[src/rtl/pc_seq_pkg.sv]
// Shared types and constants for the PC sequencer: FSM state encoding,
// default reset PC and the sequential fetch increment.
package pc_seq_pkg;

  typedef enum logic [2:0] {
    StBoot,
    StFetch,
    StWait,
    StRedirect,
    StHalt
  } pc_state_e;

  localparam logic [31:0] RESET_PC_DEFAULT = 32'h0000_0000;
  localparam int unsigned PC_INC           = 4;

endpackage

[src/rtl/redirect_buffer.sv]
// Single-entry pending-redirect store: a valid bit plus the buffered target.
// A write always overwrites the entry, so the youngest redirect wins; a
// write in the same cycle as a clear keeps the new entry.
module redirect_buffer
  import pc_seq_pkg::*;
#(
  parameter int unsigned XLEN = 32
) (
  input  logic            clk,
  input  logic            rst_n,
  input  logic            wr_i,
  input  logic [XLEN-1:0] wr_target_i,
  input  logic            clr_i,
  output logic            valid_o,
  output logic [XLEN-1:0] target_o
);

  logic            valid_q;
  logic [XLEN-1:0] target_q;

  // Capture on write, drop on clear, write has priority.
  always_ff @(posedge clk or negedge rst_n) begin
    if (!rst_n) begin
      valid_q  <= 1'b0;
      target_q <= '0;
    end else if (wr_i) begin
      valid_q  <= 1'b1;
      target_q <= wr_target_i;
    end else if (clr_i) begin
      valid_q  <= 1'b0;
    end
  end

  assign valid_o  = valid_q;
  assign target_o = target_q;

endmodule

[src/rtl/pc_sequencer.sv]
// Instruction-fetch PC sequencer. Drives a req/ready fetch port, follows
// sequential and redirected control flow, and halts on request.
// Optional feature: define PC_MISALIGN_TRAP_EN to trap (and halt) on a taken
// redirect to a non word-aligned target instead of silently aligning it.
module pc_sequencer
  import pc_seq_pkg::*;
#(
  parameter int unsigned    XLEN     = 32,
  parameter logic [XLEN-1:0] RESET_PC = XLEN'(RESET_PC_DEFAULT)
) (
  input  logic            clk,
  input  logic            rst_n,
  output logic            imem_req,
  output logic [XLEN-1:0] imem_addr,
  input  logic            imem_ready,
  input  logic            stall,
  input  logic            br_valid,
  input  logic            next_pc_src,
  input  logic [XLEN-1:0] br_target,
  input  logic            halt_req,
  output logic [XLEN-1:0] pc,
  output logic            flush,
  output logic            halted
`ifdef PC_MISALIGN_TRAP_EN
  ,
  output logic            misalign_trap
`endif
);

  localparam logic [XLEN-1:0] AlignMask = ~{{(XLEN - 2){1'b0}}, 2'b11};

  pc_state_e       state_q;
  logic [XLEN-1:0] pc_q;
  logic            halt_pend_q;

  logic            active;
  logic            taken;
  logic            hs;
  logic            bad_tgt;
  logic            halt_now;
  logic [XLEN-1:0] tgt;
  logic [XLEN-1:0] pc_inc;
  logic            buf_wr;
  logic            buf_clr;
  logic            buf_valid;
  logic [XLEN-1:0] buf_target;

  // Fetch request: withheld by stall only before a request is committed.
  always_comb begin
    imem_req = 1'b0;
    case (state_q)
      StFetch:            imem_req = ~stall;
      StWait, StRedirect: imem_req = 1'b1;
      default:            imem_req = 1'b0;
    endcase
  end

  // Redirect decode, alignment and buffer control.
  always_comb begin
    active   = (state_q == StFetch) || (state_q == StWait) || (state_q == StRedirect);
    taken    = active && br_valid && next_pc_src;
    hs       = imem_req && imem_ready;
    tgt      = br_target & AlignMask;
    pc_inc   = pc_q + XLEN'(PC_INC);
    halt_now = halt_req || halt_pend_q;
`ifdef PC_MISALIGN_TRAP_EN
    bad_tgt  = taken && (br_target[1:0] != 2'b00);
`else
    bad_tgt  = 1'b0;
`endif
    // A redirect that arrives while a fetch is still outstanding is parked
    // until that fetch's handshake retires it.
    buf_wr   = taken && !bad_tgt && !hs &&
               ((state_q == StWait) || (state_q == StRedirect));
    buf_clr  = (state_q == StRedirect) && (hs || bad_tgt);
  end

  redirect_buffer #(
    .XLEN (XLEN)
  ) u_redirect_buffer (
    .clk         (clk),
    .rst_n       (rst_n),
    .wr_i        (buf_wr),
    .wr_target_i (tgt),
    .clr_i       (buf_clr),
    .valid_o     (buf_valid),
    .target_o    (buf_target)
  );

  // Sequencer FSM: state, PC and deferred-halt flag.
  always_ff @(posedge clk or negedge rst_n) begin
    if (!rst_n) begin
      state_q     <= StBoot;
      pc_q        <= RESET_PC;
      halt_pend_q <= 1'b0;
    end else begin
      case (state_q)
        StBoot: state_q <= StFetch;
        StFetch: begin
          if (bad_tgt) begin
            state_q <= StHalt;
          end else if (taken) begin
            pc_q    <= tgt;
            state_q <= halt_now ? StHalt : StFetch;
          end else if (stall) begin
            if (halt_now) state_q <= StHalt;
          end else if (hs) begin
            pc_q    <= pc_inc;
            state_q <= halt_now ? StHalt : StFetch;
          end else begin
            state_q     <= StWait;
            halt_pend_q <= halt_now;
          end
        end
        StWait: begin
          if (bad_tgt) begin
            state_q <= StHalt;
          end else if (taken && hs) begin
            pc_q    <= tgt;
            state_q <= halt_now ? StHalt : StFetch;
          end else if (taken) begin
            state_q     <= StRedirect;
            halt_pend_q <= halt_now;
          end else if (hs) begin
            pc_q    <= pc_inc;
            state_q <= halt_now ? StHalt : StFetch;
          end else begin
            halt_pend_q <= halt_now;
          end
        end
        StRedirect: begin
          if (bad_tgt) begin
            state_q <= StHalt;
          end else if (hs) begin
            // The pending fetch is discarded; resume at the youngest target.
            if (taken)          pc_q <= tgt;
            else if (buf_valid) pc_q <= buf_target;
            else                pc_q <= pc_inc;
            state_q <= halt_now ? StHalt : StFetch;
          end else begin
            halt_pend_q <= halt_now;
          end
        end
        StHalt:  state_q <= StHalt;
        default: state_q <= StBoot;
      endcase
    end
  end

`ifdef PC_MISALIGN_TRAP_EN
  logic trap_q;

  // Sticky trap flag, cleared only by reset.
  always_ff @(posedge clk or negedge rst_n) begin
    if (!rst_n)       trap_q <= 1'b0;
    else if (bad_tgt) trap_q <= 1'b1;
  end

  assign misalign_trap = trap_q;
`endif

  assign pc        = pc_q;
  assign imem_addr = pc_q;
  assign flush     = taken;
  assign halted    = (state_q == StHalt);

endmodule

[config.mk]
export PLATFORM = sky130hd
export DESIGN_NAME = pc_sequencer
export DESIGN_NICKNAME = d
export VERILOG_FILES = /design/src/rtl/pc_seq_pkg.sv /design/src/rtl/redirect_buffer.sv /design/src/rtl/pc_sequencer.sv
export SDC_FILE = /design/constraint.sdc
export NUM_CORES = 1
export LEC_CHECK = 0
export BUFFER_PORTS_ARGS = -buffer_cell sky130_fd_sc_hd__buf_2
export CAP_MARGIN = 30
export CORE_ASPECT_RATIO = 1.2
export CORE_MARGIN = 3
export CORE_UTILIZATION = 44
export DETAILED_ROUTE_END_ITERATION = 7
export PLACE_DENSITY = 0.67
export SYNTH_ARGS = -nofsm -noshare
export SYNTH_HDL_FRONTEND = slang
export SYNTH_SLANG_ARGS = --single-unit
[constraint.sdc]
create_clock -name clk -period 3.55 [get_ports clk]
set_input_delay 0.71 -clock clk [delete_from_list [all_inputs] [get_ports clk]]
set_output_delay 0.71 -clock clk [all_outputs]
set_load 0.02 [all_outputs]
==> metrics.md <==
| Metric | Value |
|---|---|
| Status | `complete, no violations` |
| Via density | `6.399` |
| Setup_tns | `0 ps` |
| Hold Slack | `401.6 ps` |
| Setup violations, final | `0` |
| I/O Buffers | `99` |
| Most frequent cells in the layout | `buf_2 (99), dfrtp_1 (65), nand2_1 (39)` |
| GP Congestion | `0.8625` |
| Max Fanout on Critical Path | `16` |
| WP data required | `2840 ps` |
| Seq pwr share | `33.6%` |
| R2R depth | `6` |
| Initial antenna violation count | `0` |
| Clk_lat worst skew | `340 ps` |
| Area growth, synth to finish | `15.89%` |
| Drt total wl | `14580 µm` |
| Drt initial violations | `381` |
| Sequential-to-total area share from yosys stat | `35.02%` |
| Postcts setup bufs | `0` |
| Via count | `4569` |
| H-tree lvl count | `3` |
| Maximum VDD drop | `0.0003923 V` |
| Ys flop type | `dfrtp_1` |
| Synth cell types | `73` |
| EDFF count, synth | `0` |
| Leading cell type in the layout, fill and taps excluded | `buf_2` |
| Hold Violations, Final | `0` |
| Hold Path Class | `primary input to asynchronous set/reset pin` |
| Fillers | `954` |
| CTS root buf | `clkbuf_16` |
| Remaining Overflow, GRT | `0` |
| Maximum clock rate | `0.3651 GHz` |
| FP Rows | `40` |
| RSZ-0062 raised after global routing | `no` |
| Seq. cell area | `1627 µm²` |
| WP data arrival | `2030 ps` |
| Worst flop-to-flop path endpoint | `imem_addr[18]` |
| Wirelength per Cell | `20.42 µm` |
| Initial Util | `45.71%` |
| P_sw | `1.956 mW` |
| Period minus WS final | `2739 ps` |
| DRT antenna net count | `0` |
| Die area | `11830 µm²` |
| Synth Warn # | `0` |
| Ys async rst share | `100.0%` |
| GRT Overall Usage | `24.81%` |
| Hold-fix buffers, CTS | `0` |
| Top-Level Pins | `106` |
| Synthesized cell area | `4644 µm²` |
| Critical path class | `flop to output port` |
| Share of layout cells above drive strength 1 | `31.12%` |
| R2r setup slk | `1070 ps` |
| First-pass GRT wire length | `23260 µm` |
| Clk slew on worst S/H paths | `60 ps` |
| Yosys reg bits | `65` |
| P_int | `2.467 mW` |
| Die X-Extent | `99.79 µm` |
| Vias in the first global route | `4478` |
| Post-detail-place hpwl | `10010 µm` |
| Max-slew headroom | `44.55%` |
| Top cells by area, synth | `dfrtp_1 (35%), mux2_2 (7.3%), buf_4 (6.0%), a21oi_1 (3.2%), o21ai_0 (3.2%)` |
| Ant. Diodes | `0` |
| Slowest CP cell | `dfrtp_1` |
| RR Startpoint | `state_q[1]` |
| Number of gates resized after cts | `0` |
| Slew @ Worst Pin | `831.8 ps` |
| CTS tree | `done` |
| Largest net degree at the start of global routing | `37` |
| Comb power frac | `42.8%` |
| Lkg Pwr | `2.323 nW` |
| CP Launch Type | `flop` |
| Cells along the critical path | `nand3b_1 > nand2b_1 > inv_2 > buf_2` |
| Clock sink count | `65` |
| Drt first pass iters | `5` |
| Drc violations | `0` |
| P per Cell Area | `821.7 nW/µm²` |
| Fraction of power spent switching nets | `44.23%` |
| Pins Over Slew Limit | `0` |
| Area leader, netlist | `dfrtp_1` |
| Yosys top cell area share | `35.02%` |
| Crit. End Element | `output port` |
| Clock Tree Buf Depth | `2` |
| Final #Nets | `623` |
| CP max stage delay | `510 ps` |
| Core area | `10160 µm²` |
| Crit share post-route | `77.16%` |
| Clock share of power | `23.6%` |
| Die Span Y | `118.5 µm` |
| Area of the multi-input gates | `2586 µm²` |
| Syn avg cell area | `8.914 µm²` |
| Fin Clk Skew | `6.735 ps` |
| CTS buffer count | `9` |
| Max-cap violations | `0` |
| Critical Path Start | `state_q[2]` |
| Synthesized instance count | `521` |
| Critical Path Sink | `flush` |
power groups by stage:
stage	Clock [mW]	Sequential, mW	Combinational, mW
after global routing	1.09	1.54	2.05
after CTS	1.05	1.48	1.87
after floorplan	0	1.49	1.39
after global placement	0	1.47	1.83
after detailed placement	0	1.49	1.87
final	1.04	1.49	1.89
critical path, delay by kind of cell (launching register included):
| kind | cells | cell delay (ps) |
|---|---|---|
| buf+inv | 2 | 500 |
| flops | 1 | 510 |
| simple gates | 2 | 670 |
registers in the layout (all words and copies together) (netlist names):
register,flops
halt_pend_q,1
imem_addr,30
state_q,3
u_redirect_buffer.target_o,30
u_redirect_buffer.valid_o,1
cell families after synthesis:
| kind of cell | synth area share (%) |
|---|---|
| DFF | 35.02 |
| other | 0.08074 |
| muxes | 7.274 |
| AOI/OAI and AO/OA | 25.19 |
| adders and majority gates | 0.2694 |
| buffers and inverters | 9.698 |
| and+or+nand+nor | 20.02 |
| xor gates and xnor gates | 2.452 |
per-layer routing:
| metal | up-vias | part of all wire, % | GRT usage [%] | wire length, µm |
|---|---|---|---|---|
| met3 | 29 | 7.8 | 4.723 | 1144 |
| met4 | 0 | 2.1 | 10.42 | 312 |
| met2 | 238 | 49 | 40.36 | 7156 |
| li1 | 2072 | - | - | - |
| met5 | - | 0 | 0 | 0 |
| met1 | 2230 | 41 | 31.91 | 5965 |
worst min path at each step:
stage / slack [ps] / endpoint / startpoint / cells past startpoint
6_report: 400 / u_redirect_buffer.target_o[11] / rst_n / 2
5_1_grt: 420 / imem_addr[11] / rst_n / 2
4_1_cts: 410 / imem_addr[11] / rst_n / 2
3_5_place_dp: 470 / halt_pend_q / halt_pend_q / 1
3_3_place_gp: 450 / halt_pend_q / halt_pend_q / 1
2_1_floorplan: 410 / halt_pend_q / rst_n / 0
area by class of cell:
| class | instances | share of cell area (%) |
|---|---|---|
| clock buffer | 9 | 4.184 |
| clock inverter | 7 | 2.208 |
| inverter | 8 | 0.5579 |
| multi-input combinational | 382 | 48.05 |
| sequential | 65 | 30.22 |
| tap | 126 | 2.929 |
| timing repair buffer | 117 | 11.85 |
synthesized netlist by cell type, drive strengths merged, types with 5 or more instances:
master  count
nor2b       5
buf        54
a211oi      5
o211ai      6
a221o       6
a31oi       9
or3         8
xor2        5
o21a        6
xnor2       8
dfrtp      65
a21oi      30
nand2      39
a22oi      12
inv         8
and2        6
a221oi      8
mux2       30
nor4        7
nand3      19
nor2       28
clkbuf     15
nand2b      6
a22o        5
and3        5
nand4      11
nor3       21
o21ai      34
per-stage QoR:
step | power (mW) | instances | setup slack, ps | utilization (%) | area [µm²]
floorplan | 2.876 | 524 | 1399 | - | 4656
global placement | 3.299 | 697 | 855.1 | 49.45 | 5024
detailed placement | 3.357 | 697 | 822.2 | 49.45 | 5024
CTS | 4.405 | 713 | 839.3 | 52.83 | 5368
global route | 4.682 | 714 | 728.9 | 52.98 | 5383
finish | 4.423 | 714 | 810.9 | 52.98 | 5383
(Power assumes the default switching activity.)
